[src/rtl/pipe_ctrl_pkg.sv]
// Shared constants for the pipeline sequencer: stall vector encodings,
// FSM state codes, default address width and the NOP PC.
package pipe_ctrl_pkg;

  localparam int DefAddrW = 32;

  // PC value driven whenever no redirect is being presented.
  localparam logic [DefAddrW-1:0] ZeroWord = '0;

  // Stall vector: bit0 pc, 1 if, 2 id, 3 ex, 4 mem, 5 wb; 1 = hold register.
  localparam logic [5:0] StallNone = 6'b000000;
  localparam logic [5:0] StallIf   = 6'b000011;
  localparam logic [5:0] StallId   = 6'b000111;
  localparam logic [5:0] StallEx   = 6'b001111;
  localparam logic [5:0] StallMem  = 6'b011111;
  localparam logic [5:0] StallAll  = 6'b111111;

  typedef enum logic [1:0] {
    StRun   = 2'd0,
    StPend  = 2'd1,
    StFlush = 2'd2
  } pc_state_e;

endpackage

[src/rtl/pipe_ctrl_stall_prio_enc.sv]
// Combinational priority encoder: four per-stage stall requests into the
// 6-bit stall vector. The deepest requesting stage freezes itself and
// everything upstream of it.
module stall_prio_enc
  import pipe_ctrl_pkg::*;
(
  input  logic       req_if_i,
  input  logic       req_id_i,
  input  logic       req_ex_i,
  input  logic       req_mem_i,
  output logic [5:0] stall_o
);

  // Highest requesting stage wins.
  always_comb begin
    stall_o = StallNone;
    if (req_mem_i) begin
      stall_o = StallMem;
    end else if (req_ex_i) begin
      stall_o = StallEx;
    end else if (req_id_i) begin
      stall_o = StallId;
    end else if (req_if_i) begin
      stall_o = StallIf;
    end
  end

endmodule

[src/rtl/pipe_ctrl.sv]
// Central pipeline sequencer for the 5-stage core. Produces the stall
// vector, schedules exception/eret redirects as a one-cycle flush pulse
// (deferred while a memory access is outstanding), and keeps a saturating
// stall-cycle counter plus a sticky stall watchdog for debug.
//
// Request semantics: every request input is a level sampled on each rising
// edge; there is no acknowledge. A redirect (excp_req/eret_req) is accepted
// only in RUN and is taken on the same edge it is sampled; requests seen in
// PEND or FLUSH are dropped, so the source must not rely on them being queued.
module pipe_ctrl
  import pipe_ctrl_pkg::*;
#(
  parameter int ADDR_W      = DefAddrW,
  parameter int CNT_W       = 32,
  parameter int TIMEOUT_CYC = 1024
) (
  input  logic              clk,
  input  logic              rst,
  input  logic              stallreq_if,
  input  logic              stallreq_id,
  input  logic              stallreq_ex,
  input  logic              stallreq_mem,
  input  logic              excp_req,
  input  logic [ADDR_W-1:0] excp_vec,
  input  logic              eret_req,
  input  logic [ADDR_W-1:0] epc_i,
  output logic [5:0]        stall,
  output logic              flush,
  output logic [ADDR_W-1:0] new_pc,
  output logic [CNT_W-1:0]  stall_cycles,
  output logic              stall_timeout,
  output pc_state_e         dbg_state_o
);

  localparam int WdW = $clog2(TIMEOUT_CYC) + 1;
  localparam logic [WdW-1:0] WdLast = WdW'(TIMEOUT_CYC - 1);

  pc_state_e         state_q, state_d;
  logic [ADDR_W-1:0] tgt_q, tgt_d;
  logic [CNT_W-1:0]  cnt_q;
  logic [WdW-1:0]    wd_q;
  logic              timeout_q;

  logic [5:0]        dec_stall;
  logic [5:0]        stall_raw;
  logic              flush_raw;
  logic [ADDR_W-1:0] new_pc_raw;

  stall_prio_enc u_prio (
    .req_if_i  (stallreq_if),
    .req_id_i  (stallreq_id),
    .req_ex_i  (stallreq_ex),
    .req_mem_i (stallreq_mem),
    .stall_o   (dec_stall)
  );

  // Next-state and raw outputs of the redirect sequencer.
  always_comb begin
    state_d    = state_q;
    tgt_d      = tgt_q;
    stall_raw  = dec_stall;
    flush_raw  = 1'b0;
    new_pc_raw = ADDR_W'(ZeroWord);
    case (state_q)
      StRun: begin
        if (excp_req || eret_req) begin
          tgt_d = excp_req ? excp_vec : epc_i;
          if (stallreq_mem) begin
            stall_raw = StallMem;
            state_d   = StPend;
          end else begin
            stall_raw = StallAll;
            state_d   = StFlush;
          end
        end
      end
      StPend: begin
        // Hold everything up to mem until the access drains; the first
        // captured target is kept and new redirects are not looked at.
        stall_raw = StallMem;
        if (!stallreq_mem) begin
          stall_raw = StallAll;
          state_d   = StFlush;
        end
      end
      StFlush: begin
        stall_raw  = StallNone;
        flush_raw  = 1'b1;
        new_pc_raw = tgt_q;
        state_d    = StRun;
      end
      default: begin
        state_d = StRun;
      end
    endcase
  end

  // State, target, performance counter and watchdog registers.
  always_ff @(posedge clk) begin
    if (rst) begin
      state_q   <= StRun;
      tgt_q     <= '0;
      cnt_q     <= '0;
      wd_q      <= '0;
      timeout_q <= 1'b0;
    end else begin
      state_q <= state_d;
      tgt_q   <= tgt_d;
      if (stall_raw[0] && (cnt_q != '1)) begin
        cnt_q <= cnt_q + 1'b1;
      end
      if ((state_q == StRun) && (stall_raw != StallNone)) begin
        if (wd_q == WdLast) begin
          timeout_q <= 1'b1;
        end else begin
          wd_q <= wd_q + 1'b1;
        end
      end else begin
        wd_q <= '0;
      end
    end
  end

  // Reset forces every output quiet, even before the first edge.
  always_comb begin
    stall         = rst ? StallNone : stall_raw;
    flush         = rst ? 1'b0 : flush_raw;
    new_pc        = rst ? ADDR_W'(ZeroWord) : new_pc_raw;
    stall_cycles  = rst ? '0 : cnt_q;
    stall_timeout = rst ? 1'b0 : timeout_q;
    dbg_state_o   = state_q;
  end

endmodule

[config.mk]
export PLATFORM = sky130hd
export DESIGN_NAME = pipe_ctrl
export DESIGN_NICKNAME = d
export VERILOG_FILES = /design/src/rtl/pipe_ctrl_pkg.sv /design/src/rtl/pipe_ctrl_stall_prio_enc.sv /design/src/rtl/pipe_ctrl.sv
export SDC_FILE = /design/constraint.sdc
export NUM_CORES = 1
export LEC_CHECK = 0
export ABC_AREA = 1
export ABC_CLOCK_PERIOD_IN_PS = 1600
export BUFFER_PORTS_ARGS = -buffer_cell sky130_fd_sc_hd__buf_2
export CAP_MARGIN = 10
export CORE_MARGIN = 2
export CORE_UTILIZATION = 38
export CTS_CLUSTER_DIAMETER = 50
export DETAILED_ROUTE_END_ITERATION = 16
export GPL_TIMING_DRIVEN = 0
export PLACE_DENSITY = 0.69
export SYNTH_ARGS = -nofsm -noshare
export SYNTH_HDL_FRONTEND = slang
export SYNTH_HIERARCHICAL = 1
export SYNTH_SLANG_ARGS = --single-unit
[constraint.sdc]
create_clock -name clk -period 1.6 [get_ports clk]
set_input_delay 0.08 -clock clk [delete_from_list [all_inputs] [get_ports clk]]
set_output_delay 0.08 -clock clk [all_outputs]
set_load 0.1 [all_outputs]
### After elaboration in Yosys (flattened, before gate mapping)

Cells that the tools add are included.

| word-level totals | value |
|---|---|
| bits in registers | 78 |
| bits in latches | 0 |
| bits in writable memories | 0 |
| ROM bits | 0 |
| input bits | 72 |
| output and inout port bits | 74 |
| logic and storage cells | 42 |
| memories kept | 0 |

| cells by class | value |
|---|---|
| $add $sub $neg | 2 |
| multipliers | 0 |
| divide/modulo/power cells | 0 |
| $lt $le $gt $ge | 0 |
| equality and inequality tests | 6 |
| shifts and indexed selects | 0 |
| muxes and demuxes | 19 |
| bitwise operators | 1 |
| reduce and logical (&&, ||, !) cells | 9 |

Operator list:

| operator | count |
|---|---|
| 32-bit two-way mux | 4 |
| 6-bit two-way mux | 6 |
| 32-bit by 1-bit adder with 32-bit output (second input constant) | 1 |
| 32-bit inequality test (second input constant) | 1 |
| 6-bit one-hot mux with 3 select lines | 1 |
| 11-bit by 1-bit adder with 11-bit output (second input constant) | 1 |
| 11-bit by 10-bit equality test with 1-bit output (second input constant) | 1 |
| 2-bit two-way mux | 4 |
| 2-bit AND reduction | 3 |
| 6-bit nonzero test | 1 |
| 2-bit inequality test (second input constant) | 2 |
| 2-bit one-hot mux with 2 select lines | 1 |
| 1-bit two-way mux | 3 |
| 2-bit by 1-bit equality test with 1-bit output (second input constant) | 1 |
| 2-bit equality test (second input constant) | 1 |
| 1-bit logical AND | 2 |
| 2-bit zero test | 1 |
| 2-bit OR reduction | 1 |
| 1-bit logical OR | 1 |
| 1-bit inverter | 1 |

### Longest topological paths before layout

Gate-level depths: netlist of run 1.

| depth | value |
|---|---|
| word-level depth | 10 |
| gate-level depth with buffers | 11 |
| gate-level depth less buffers | 10 |

### Modules after synthesis

Netlist of run 1, hierarchy kept.

By module, submodules not included:

| module | times used | cells an instance | area each (um^2) | sequential area each (um^2) |
|---|---|---|---|---|
| pipe_ctrl | 1 | 796 | 4837.1 | 1561.5 |
| stall_prio_enc | 1 | 10 | 52.6 | 0.0 |

### Worst setup path before layout of run 1

No wires, ideal clock.

| timing path | value |
|---|---|
| path kind | flip-flop to output port |
| from | register state_q[1] (netlist: dbg_state_o[1]) |
| to | output port new_pc[10] |
| arrival time | 4.481 ns |
| data required time | 1.520 ns |
| setup slack | -2.961 ns |
| stages on the path, launching flop included | 6 |
| path buffers | 1 |
| path through | dfxtp_1 -> nand2_1 -> nor2_1 -> inv_1 -> clkbuf_1 -> nor2_1 |

| on the way | value |
|---|---|
| word-level cells in the longest chain between the ends | 3 |

RTL lines:

| element | RTL line | text |
|---|---|---|
| start, declared | pipe_ctrl.sv:38 | `pc_state_e state_q, state_d;` |
| start signal, assigned | pipe_ctrl.sv:101 | `state_q <= StRun;` |
| start signal, assigned | pipe_ctrl.sv:107 | `state_q <= state_d;` |
| 2-bit equality test | pipe_ctrl.sv:64 | `case (state_q)` |
| 32-bit two-way mux | pipe_ctrl.sv:64 |  |
| 32-bit two-way mux | pipe_ctrl.sv:128 | `new_pc = rst ? ADDR_W'(ZeroWord) : new_pc_raw;` |
| end, declared | pipe_ctrl.sv:29 | `output logic [ADDR_W-1:0] new_pc,` |

No other way between the ends.

### Worst setup path after layout of run 1

| timing path | value |
|---|---|
| from | register state_q[0] (netlist: dbg_state_o[0]) |
| to | output port new_pc[11] |

Same word-level chain as after synthesis.

==> metrics.txt, run 1 <==
Worst path slowest cell dfxtp_4; all-layer global routing usage 21.9%; DRT antenna net count 0; cell row count 41; Worst Setup End Kind primary output; post-place instance area approximately 0.0063 mm^2; Setup CP Type register to primary output; Die Y 117 um; failing checks negative setup slack; unrepaired setup endpoints after global routing yes; Reg2Reg Capture Point cnt_q[11]; core area 0.0126 mm^2; WP buf/inv 4; DR iter-0 viols 225; startpoint types register; register area share after synthesis between 30% and 40%; R2R Setup Slk -0.05 ns; Syn. warnings 6; Post-Syn Instances a little over 800; syn_nets 880; hold wc startpoint excp_vec[28]; skew final between 0.004 and 0.005 ns; Slew @ Worst Pin just over 0.8 ns; Num CTS Buffers 9; Die Width around 120 um; Crit path max-delay family buffers and inverters; Vias/cell around 4.6; final core utilization about three fifths; worst hold stages 3; HPWL Detailed around 11 mm; final slew viol count 0; number of top-level pins 146; min Tclk post-route 1.65 ns; share of layout cells above drive strength 1 39.1%; port bufs 145; vias in the first global route 5220; Final WS setup -0.0518 ns; nets 1064; clock latency on the worst-skew pair about 0.34 ns; status complete, but fails checks; CTS max path bufs 2; DIE AREA 0.0138 mm^2; power per cell area 705 mW/mm^2; min-delay worst type input pin to register; critical path arrival ~1.6 ns; Lkg Pwr roughly 3.3 nW; initial antenna violation count 1; CTS tree done; Hold Vio Cnt, Final 0; drt first pass iters 5; Total Wirelength between 15 and 20 mm; largest net degree at the start of global routing 15; Mapped Area between 0.004 and 0.005 mm^2; Fmax a little over 600 MHz; Synth cell types 32; reg2reg path depth 11; Initial Util around two fifths; WHS Endpoint tgt_q[28]; max cap viols 0; Area growth syn-to-layout 57.8%; crit share post-route 103%; crit path max fanout 8; Routed WL per cell approximately 13 um; crit-path max cell delay about 0.35 ns; CTS root buf clkbuf_16; Via Count ~5400; Final Instance Area 0.00772 mm^2; Syn Area/Cell roughly 6.1 um^2; htree depth 3; CP Cell Sequence inv_4 -> nand2_4 -> nor2_4 -> inv_6 -> clkbuf_16 -> nor2_4 -> buf_12; global-route wire length before repair approximately 25 mm; DR DRC count 0; global route overflow 0; Final Setup Violations 52; critical path data required time around 1.5 ns; Place WS -0.373 ns; hold slack between 0.03 and 0.04 ns; Synth Register Bits slightly below 80; Critical R2R Launch cnt_q[0]; Most Frequent Cell on Critical Path nor2_4; Final GP Congestion around 0.88; Worst slew margin 44.8%; Worst-path clk slew ~0.060 ns; total clock sinks just under 80; VDD IR max around 0.00074 V
tightest hold or removal path, delay by kind of cell:
family                 cells  cell delay (ns)
AOI/OAI and AO/OA          2             0.18
buffers and inverters      1             0.08
layer usage:
| metal | vias to the layer above | GRT usage [%] | part of all wire (%) |
|---|---|---|---|
| li1 | 2845 | - | - |
| met1 | 2431 | 26.2 | 43 |
| met2 | 133 | 40.2 | 51 |
| met3 | 14 | 3.60 | 4.1 |
| met4 | 0 | 6.33 | 1.6 |
| met5 | - | 0 | 0 |
logic make-up (layout without fill, tap and decap cells):
kind of cell	count (synthesis)	in the layout	synth area share [%]
XOR/XNOR	20	20	3.58
buffers and inverters	160	349	13.4
flip-flops	78	78	31.9
adder cells (fa/ha/maj)	2	2	0.512
AND/OR/NAND/NOR	409	409	35.0
AO/OA/AOI/OAI	136	136	15.6
other	1	2	0.0767
sequential cells by signal, indices dropped and copies added (netlist names):
name,count
cnt_q,32
dbg_state_o,2
tgt_q,32
timeout_q,1
wd_q,11
worst max path at each step:
stage                               from          endpoint  cells after the start
after floorplan           dbg_state_o[1]        new_pc[10]                      5
after detailed placement             rst  stall_cycles[31]                      5
after CTS                 dbg_state_o[0]        new_pc[11]                      7
after global placement               rst  stall_cycles[31]                      5
after global routing            cnt_q[2]         cnt_q[11]                     11
final                     dbg_state_o[0]        new_pc[11]                      7
per-stage QoR:
| stage | cells | power, mW | setup TNS, ns |
|---|---|---|---|
| 2_1_floorplan | 806 | 2.88 | -17.46 |
| 3_3_place_gp | 1123 | 3.11 | -11.46 |
| 3_5_place_dp | 1123 | 3.13 | -12.26 |
| 4_1_cts | 1157 | 5.41 | -1.15 |
| 5_1_grt | 1168 | 5.64 | -5.54 |
| 6_report | 1168 | 5.44 | -1.67 |
layout by cell type, fill, tap and decap left out, types with 21 or more instances in the layout:
| master | Yosys | layout |
|---|---|---|
| nand2_1 | 163 | 150 |
| inv_1 | 122 | 120 |
| buf_2 | 2 | 108 |
| nor2_1 | 181 | 102 |
| a21oi_1 | 75 | 70 |
| dfxtp_1 | 78 | 52 |
| nor2_4 | 3 | 45 |
| nor2_2 | 5 | 42 |
| o21ai_0 | 40 | 38 |
| buf_12 | 0 | 35 |
| buf_4 | 3 | 24 |
| nand3_1 | 26 | 24 |
| dfxtp_2 | 0 | 22 |
| nand2_2 | 14 | 21 |
| a21oi_2 | 20 | 21 |
cells in the mapped netlist (all sizes together):
master | instances | share of area, %
xor2 | 16 | 2.9
nand3 | 26 | 2.7
nand2 | 180 | 15
ha | 2 | 0.51
nor3 | 4 | 0.51
nand4 | 5 | 0.64
or2 | 1 | 0.13
xnor2 | 4 | 0.72
inv | 124 | 9.6
clkbuf | 22 | 1.7
buf | 14 | 2.1
dfxtp | 78 | 32
nor2 | 189 | 15
nor3b | 1 | 0.15
a41o | 1 | 0.20
o21ai | 40 | 4.1
conb | 1 | 0.077
nand3b | 3 | 0.46
a21oi | 95 | 11
what timing repair did:
action	4_1_cts	5_1_grt
endpoints found under the setup margin	131	141
pin swaps	14	14
cloned	3	2
resized for setup	174	68
buffers inserted	13	8
endpoints found under the hold margin	1	0
hold buffers	2	0
final cells by class:
class | instances | area (um^2)
clock buffer | 10 | 250
inverter | 124 | 480
antenna | 1 | 2.50
buffer | 36 | 280
clock inverter | 6 | 65.1
tap | 172 | 215
multi-input combinational | 568 | 3250
timing repair buffer | 173 | 1570
sequential | 78 | 1600
fill | 1111 | 4850
where the power goes:
group | internal [mW] | switching [mW] | leakage [nW]
registers | 2.05 | 0.0574 | 0.651
clock network | 1.31 | 0.858 | 0.154
logic | 0.406 | 0.764 | 2.48
total | 3.76 | 1.68 | 3.28
Note: power is estimated with default switching activity, not from simulation.
==> run 2, diff against run 1 <==
- ABC_CLOCK_PERIOD_IN_PS: 1600 -> 1570
- PLACE_DENSITY: 0.69 -> 0.67
- SYNTH_HIERARCHICAL: 1 -> not set
- clock period: 1.6 -> 1.57 ns (I/O delays scaled with it)
==> run 2 against run 1 <==
  * The flow still finishes with violations (negative setup slack)
  * Global-route usage increased by 2.3 points
  * Hold slack got worse by 0.0076 ns
  * Via count increased by 4.5%
  * Wire length increased by 9.7%
  * First-iteration DRC count increased by 10%
  * Die area decreased by 5.0%
  * Setup slack got worse by 0.019 ns
  * Total power increased by 9.6%
  * Final area increased by 7.1%
  * Synthesized cell count decreased by 2.9%
  * Largest power group unchanged
==> metrics.txt, run 2 <==
status complete, but fails checks; failing checks negative setup slack; CTS max path bufs 2 (unchanged); Worst-path clk slew 0.06 ns (about the same); Critical R2R Launch cnt_q[17]; Synth cell types 27 (-16%); total placed cells including tap cells 1074 (-4.4%); Slew @ Worst Pin 0.824 ns (-0.00327 ns); DR iter-0 viols 248 (+10%); most frequent cell after synthesis nand2_1; global-route wire length before repair 25.3 mm (+1.8%); Worst path slowest cell dfxtp_4; Total Wirelength 16.7 mm (+9.7%); DR DRC count 0 (unchanged); register area share after synthesis 33.7% (+1.7 points); hold slack 0.0238 ns (-0.00758 ns); Worst slew margin 45.1% (+0.22 points); final slew viol count 0 (unchanged); critical path data required time 1.49 ns (-0.03 ns); main combinational cell family by area after synthesis simple AND/OR/NAND/NOR gates; max cap viols 0 (unchanged); Initial Util 38.8% (-0.15 points); initial antenna violation count 0 (-1); syn_nets 857 (-2.6%); internal power 4.13 mW (+9.9%); core area 0.0120 mm^2 (-4.8%); startpoint types register; post-synthesis mux area share 0% (unchanged); Worst Setup End Kind primary output; largest net degree at the start of global routing 15 (unchanged); R2R Setup Slk -0.07 ns (-0.02 ns); share of layout cells above drive strength 1 47.4% (+8.3 points); Compound-Gate Fraction of Synth Area 15.5% (-0.065 points); htree depth 3 (unchanged); drt first pass iters 5 (unchanged); ys async rst share 0% (unchanged); Flop pwr share 36.4% (-2.3 points); Final WS setup -0.0712 ns (-0.0194 ns); Die Y 114 um (-2.5%); DRT antenna net count 0 (unchanged); clock latency on the worst-skew pair 0.34 ns (about the same); XOR/XNOR share of the synthesized area 3.59% (+0.0073 points); Final GP Congestion 0.955 (+9.1%); reg2reg path depth 10 (-1); Via Count 5667 (+4.5%); crit-path max cell delay 0.36 ns (about the same); CTS root buf clkbuf_16; Reg2Reg Capture Point cnt_q[7]; Synth top cells by count nand2_1 (201), nor2_1 (170), a21oi_1 (98); CP endpoint new_pc[26]; most frequent cells in the layout nand2_1 (126), buf_2 (104), nor2_1 (89); critical path startpoint dbg_state_o[1]; global route overflow 0 (unchanged); total power 5.96 mW (+9.6%); min-delay worst type input pin to register; Sw Pwr 1.83 mW (+9.0%); Setup CP Type register to primary output; Hold Vio Cnt, Final 0 (unchanged); cell row count 40 (-2.4%); number of top-level pins 146 (unchanged); sw frac 30.7% (-0.17 points); post-route insts no fill 1123 (-3.9%); Area growth syn-to-layout 78.3%; Post-Syn Instances 783 (-2.9%); HPWL Detailed 10.8 mm (-1.3%); vias in the first global route 5466 (+4.7%); Combinational Power Share 22.5% (+1.0 points); Fmax 609 MHz; skew final 0.00962 ns (+0.00524 ns); Lkg Pwr 3.68 nW (+12%); largest area contributor in the netlist dfxtp_1; Num CTS Buffers 9 (unchanged); unrepaired setup endpoints after global routing yes; CP Cell Sequence inv_4 -> nor2_4 -> buf_12 -> clkbuf_16 -> nand2_4 -> nor2_4 -> buf_12; Syn. warnings 0 (-6); min Tclk post-route between 1.5 and 2 ns; Clock Power Share 41.0% (+1.2 points); VDD IR max 0.000594 V (-19%); Syn Area/Cell 5.92 um^2 (-2.4%); CTS tree done; Synth Register Bits 78 (unchanged); number of flops mapped to enable cells by yosys 0 (unchanged); area share of the largest cell type after synthesis 33.7% (+1.7 points); crit path max fanout 9 (+1); power per cell area 721 mW/mm^2 (+2.3%); Vias/cell 5.05 (+8.7%); critical path arrival 1.56 ns (about the same); biggest regs cnt_q x32, tgt_q x32, wd_q x11; total clock sinks 78 (unchanged); nets 1045 (-1.8%); port bufs 144 (-0.69%); leading cell types by total area after synthesis dfxtp_1 (34%), nand2_1 (16%), nor2_1 (14%); Fin Setup TNS -2.78 ns (-1.11 ns); DIE AREA 0.0131 mm^2 (-5.0%); Mapped Area 0.00464 mm^2 (-5.2%); Die Width 114 um (-2.5%); crit share post-route 105%; leading cell type in the layout, fill and taps excluded nand2_1; Synth Area in Simple Gates 35.7% (+0.70 points); Final Setup Violations 60 (+15%); Routed WL per cell 14.9 um (+14%); adder-cell area share of the yosys netlist 0.540% (+0.028 points); ant diodes 0 (-1); all-layer global routing usage 24.2% (+2.3 points); Most used DFF post-synth dfxtp_1
==> run 2: changes by cell type after synthesis, moves of 4 or more <==
cell / change
a21oi_2: -20
nand3_1: -6
a21oi_1: +23
nor2_1: -11
inv_1: -34
nand2_2: -12
nand2_1: +38
nor3_1: +4
clkbuf_1: +4
==> run 2: metrics by stage <==
stage                     utilization [%]  cell area [um^2]  setup slack (ns)
final                                69.1              8270           -0.0712
after global routing                 69.1              8270            -0.173
after CTS                            63.7              7620           -0.0919
after detailed placement             52.8              6320            -0.508
after global placement               52.8              6320            -0.538
after floorplan                         -              5410            -0.356
==> run 2: logic make-up after synthesis <==
family	Yosys count
AO/OA/AOI/OAI	142
XOR/XNOR	19
adder cells (fa/ha/maj)	2
buffers and inverters	128
flip-flops	78
AND/OR/NAND/NOR	414
==> run 2: worst min path at each step <==
stage,from,endpoint,slack [ns],cells past startpoint
floorplan,stallreq_mem,dbg_state_o[1],0.15,1
global placement,stallreq_mem,dbg_state_o[1],0.33,2
detailed placement,stallreq_mem,dbg_state_o[1],0.33,2
CTS,excp_vec[20],tgt_q[20],0.02,3
global route,excp_vec[20],tgt_q[20],0.03,3
finish,excp_vec[20],tgt_q[20],0.02,3
==> run 2: worst max-delay path: cells and delay by family (launching register included) <==
family	cells	cell delay, ns
buf+inv	4	0.59
simple gates	3	0.27
flops	1	0.36
==> run 2: layout make-up <==
cell class | count | area, um^2
Buffer | 37 | 315
Clock inverter | 7 | 120
Tap cell | 147 | 184
Multi-Input combinational cell | 577 | 3730
Clock buffer | 9 | 225
Inverter | 90 | 360
Timing Repair Buffer | 178 | 1680
Fill cell | 974 | 3690
Sequential cell | 78 | 1650
==> run 2: power groups by stage <==
stage / combinational [mW] / sequential [mW] / clock, mW
after floorplan: 0.756 / 2.24 / 0
after global placement: 1.01 / 2.23 / 0
final: 1.34 / 2.17 / 2.45
after detailed placement: 1.02 / 2.24 / 0
after global routing: 1.44 / 2.18 / 2.56
after CTS: 1.20 / 2.19 / 2.47
==> run 2: layer usage <==
layer / track usage [%] / share of wire [%] / up-vias
met4: 8.21 / 2.6 / 0
met3: 5.24 / 5.8 / 43
met1: 27.6 / 40 / 2613
li1: - / - / 2811
met5: 0 / 0 / -
met2: 44.6 / 52 / 200
==> run 2: what timing repair did <==
item	CTS	global route
gates resized for setup	214	157
hold buffers	1	0
buffers inserted	19	8
pin swaps	17	40
cloned	4	3
endpoints found under the setup margin	119	106
endpoints found under the hold margin	1	0
==> run 3, diff against run 2 <==
- SKIP_LAST_GASP: not set -> 1
==> run 3 against run 2 <==
  * The flow still finishes with violations (negative setup slack)
  * Core utilization increased by 1.0 points
  * Critical path type is now register to register
  * Global-route usage about the same
  * Cell count increased by 0.27%
  * Setup slack got worse by 0.071 ns
  * Sequential cell count unchanged
  * Hold slack got worse by 0.0037 ns
  * Sequential power about the same
  * Register-to-register slack got worse by 0.07 ns
  * Via count increased by 1.1%
  * Combinational power increased by 3%
  * Clock skew decreased by 0.0043 ns
==> metrics.txt, run 3 (synthesis gave the netlist of run 2 again) <==
Die Y 114 um (unchanged); WP buf/inv 3 (-1); Routed WL per cell 15.1 um (+1.2%); vias in the first global route 5449 (-0.31%); min Tclk post-route 1.71 ns (+0.0711 ns); CTS max path bufs 2 (unchanged); Worst slew margin 47.5% (+2.5 points); final core utilization 70.1% (+1.0 points); all-layer global routing usage 24.2% (about the same); initial antenna violation count 0 (unchanged); status complete, but fails checks; total clock sinks 78 (unchanged); core area 0.0120 mm^2 (unchanged); clock latency on the worst-skew pair 0.34 ns (about the same); reg2reg path depth 11 (+1); share of layout cells above drive strength 1 47.3% (-0.15 points); DR iter-0 viols 362 (+46%); Initial Util 38.8% (unchanged); total placed cells including tap cells 1074 (unchanged); crit share post-route 109% (+4.5 points); WHS Endpoint tgt_q[18]; largest net degree at the start of global routing 15 (unchanged); Sw Pwr 1.86 mW (+1.7%); total power 6.02 mW (+0.94%); Total Wirelength 17.0 mm (+1.5%); Flop pwr share 36.0% (-0.4 points); DIE AREA 0.0131 mm^2 (unchanged); internal power 4.16 mW (+0.61%); Vias/cell 5.09 (+0.86%); hold slack 0.0200 ns (-0.00373 ns); Final Setup Violations 60 (unchanged); port bufs 144 (unchanged); critical path arrival 1.97 ns (+0.41 ns); Crit path max-delay family simple AND/OR/NAND/NOR gates; Combinational Power Share 23.0% (+0.5 points); critical path data required time 1.83 ns (+0.34 ns); crit path max fanout 5 (-4); DR DRC count 0 (unchanged); max cap viols 0 (unchanged); Fmax 584 MHz (-4.2%); Area growth syn-to-layout 80.9%; unrepaired setup endpoints after global routing yes; failing checks negative setup slack; biggest regs cnt_q x32, tgt_q x32, wd_q x11; global-route wire length before repair 25.3 mm (about the same); HPWL Detailed 10.8 mm (unchanged); startpoint types register; most frequent cells in the layout nand2_1 (127), buf_2 (105), nor2_1 (89); CTS root buf clkbuf_16; VDD IR max 0.000593 V (-0.11%); worst hold stages 3 (unchanged); Slew @ Worst Pin 0.787 ns (-0.0371 ns); Final WS setup -0.142 ns (-0.0711 ns); hold wc startpoint excp_vec[18]; drt first pass iters 5 (unchanged); post-route insts no fill 1126 (+0.27%); leading cell type in the layout, fill and taps excluded nand2_1; Hold Vio Cnt, Final 0 (unchanged); Lkg Pwr 3.82 nW (+4.0%); Worst Setup End Kind register; skew final 0.00530 ns (-0.00432 ns); cell row count 40 (unchanged); Setup CP Type register to register; Reg2Reg Capture Point cnt_q[30]; CP Cell Sequence nand2_2 -> nor2_2 -> nand2_1 -> nor2_2 -> nand2_4 -> nand2_4 -> buf_8 -> buf_12 -> clkbuf_16 -> nand2_1 -> a21oi_1; Critical R2R Launch cnt_q[17]; sw frac 30.9% (+0.22 points); nets 1048 (+0.29%); final slew viol count 0 (unchanged); Die Width 114 um (unchanged); Num CTS Buffers 9 (unchanged); Clock Power Share 41.0% (about the same); Via Count 5731 (+1.1%); Worst path slowest cell dfxtp_2; power per cell area 718 mW/mm^2 (-0.52%); crit-path max cell delay 0.40 ns (+0.04 ns); Final GP Congestion 0.955 (unchanged); CTS tree done; number of top-level pins 146 (unchanged); R2R Setup Slk -0.14 ns (-0.07 ns); Worst-path clk slew 0.07 ns (about the same); htree depth 3 (unchanged); DRT antenna net count 0 (unchanged); global route overflow 0 (unchanged); Fin Setup TNS -4.72 ns (-1.94 ns); ant diodes 0 (unchanged); min-delay worst type input pin to register
==> run 3: worst max-delay path by stage <==
stage | from | end | slack, ns | depth (start not counted)
6_report | cnt_q[17] | cnt_q[30] | -0.14 | 11
2_1_floorplan | rst | stall_cycles[31] | -0.36 | 3
5_1_grt | cnt_q[17] | cnt_q[30] | -0.22 | 11
3_3_place_gp | rst | stall_cycles[23] | -0.54 | 5
3_5_place_dp | rst | stall_cycles[27] | -0.51 | 5
4_1_cts | rst | stall_cycles[27] | -0.16 | 5
==> run 3: stage by stage <==
step,area [um^2],setup slack [ns]
floorplan,5410,-0.356
global placement,6320,-0.538
detailed placement,6320,-0.508
CTS,7600,-0.155
global route,8390,-0.220
finish,8390,-0.142
==> run 3: area by class of cell <==
class	instances	area, um^2
fill	959	3570
timing repair buffer	181	1780
clock buffer	9	225
multi-input combinational	577	3740
sequential	78	1650
tap	147	184
clock inverter	7	120
buffer	37	323
inverter	90	358
==> run 3: repair_timing <==
item                                    CTS  global route
hold buffers                              1             0
pin swaps                                17            52
endpoints found under the setup margin  119           137
gates cloned                              4             4
endpoints found under the hold margin     1             0
setup buffers                            19            10
resized for setup                       210           173
==> run 3: power groups by stage <==
stage / clock, mW / combinational [mW] / sequential, mW
detailed placement: 0 / 1.02 / 2.24
floorplan: 0 / 0.756 / 2.24
global placement: 0 / 1.01 / 2.23
CTS: 2.47 / 1.19 / 2.19
finish: 2.47 / 1.38 / 2.17
global route: 2.56 / 1.47 / 2.18
==> run 3: routing by layer <==
layer / up-vias / track usage, % / routed length (um)
met5: - / 0 / 0
met4: 0 / 8.86 / 441
met3: 42 / 5.29 / 983
met2: 191 / 44.1 / 8880
met1: 2672 / 27.7 / 6690
li1: 2826 / - / -
==> run 3: worst reg2reg max path, cell delays in order (launching register included) <==
cell       delay (ns)
dfxtp_2          0.40
nand2_2          0.10
nor2_2           0.15
nand2_1          0.11
nor2_2           0.15
nand2_4          0.07
nand2_4          0.08
buf_8            0.12
buf_12           0.13
clkbuf_16        0.16
nand2_1          0.05
a21oi_1          0.13
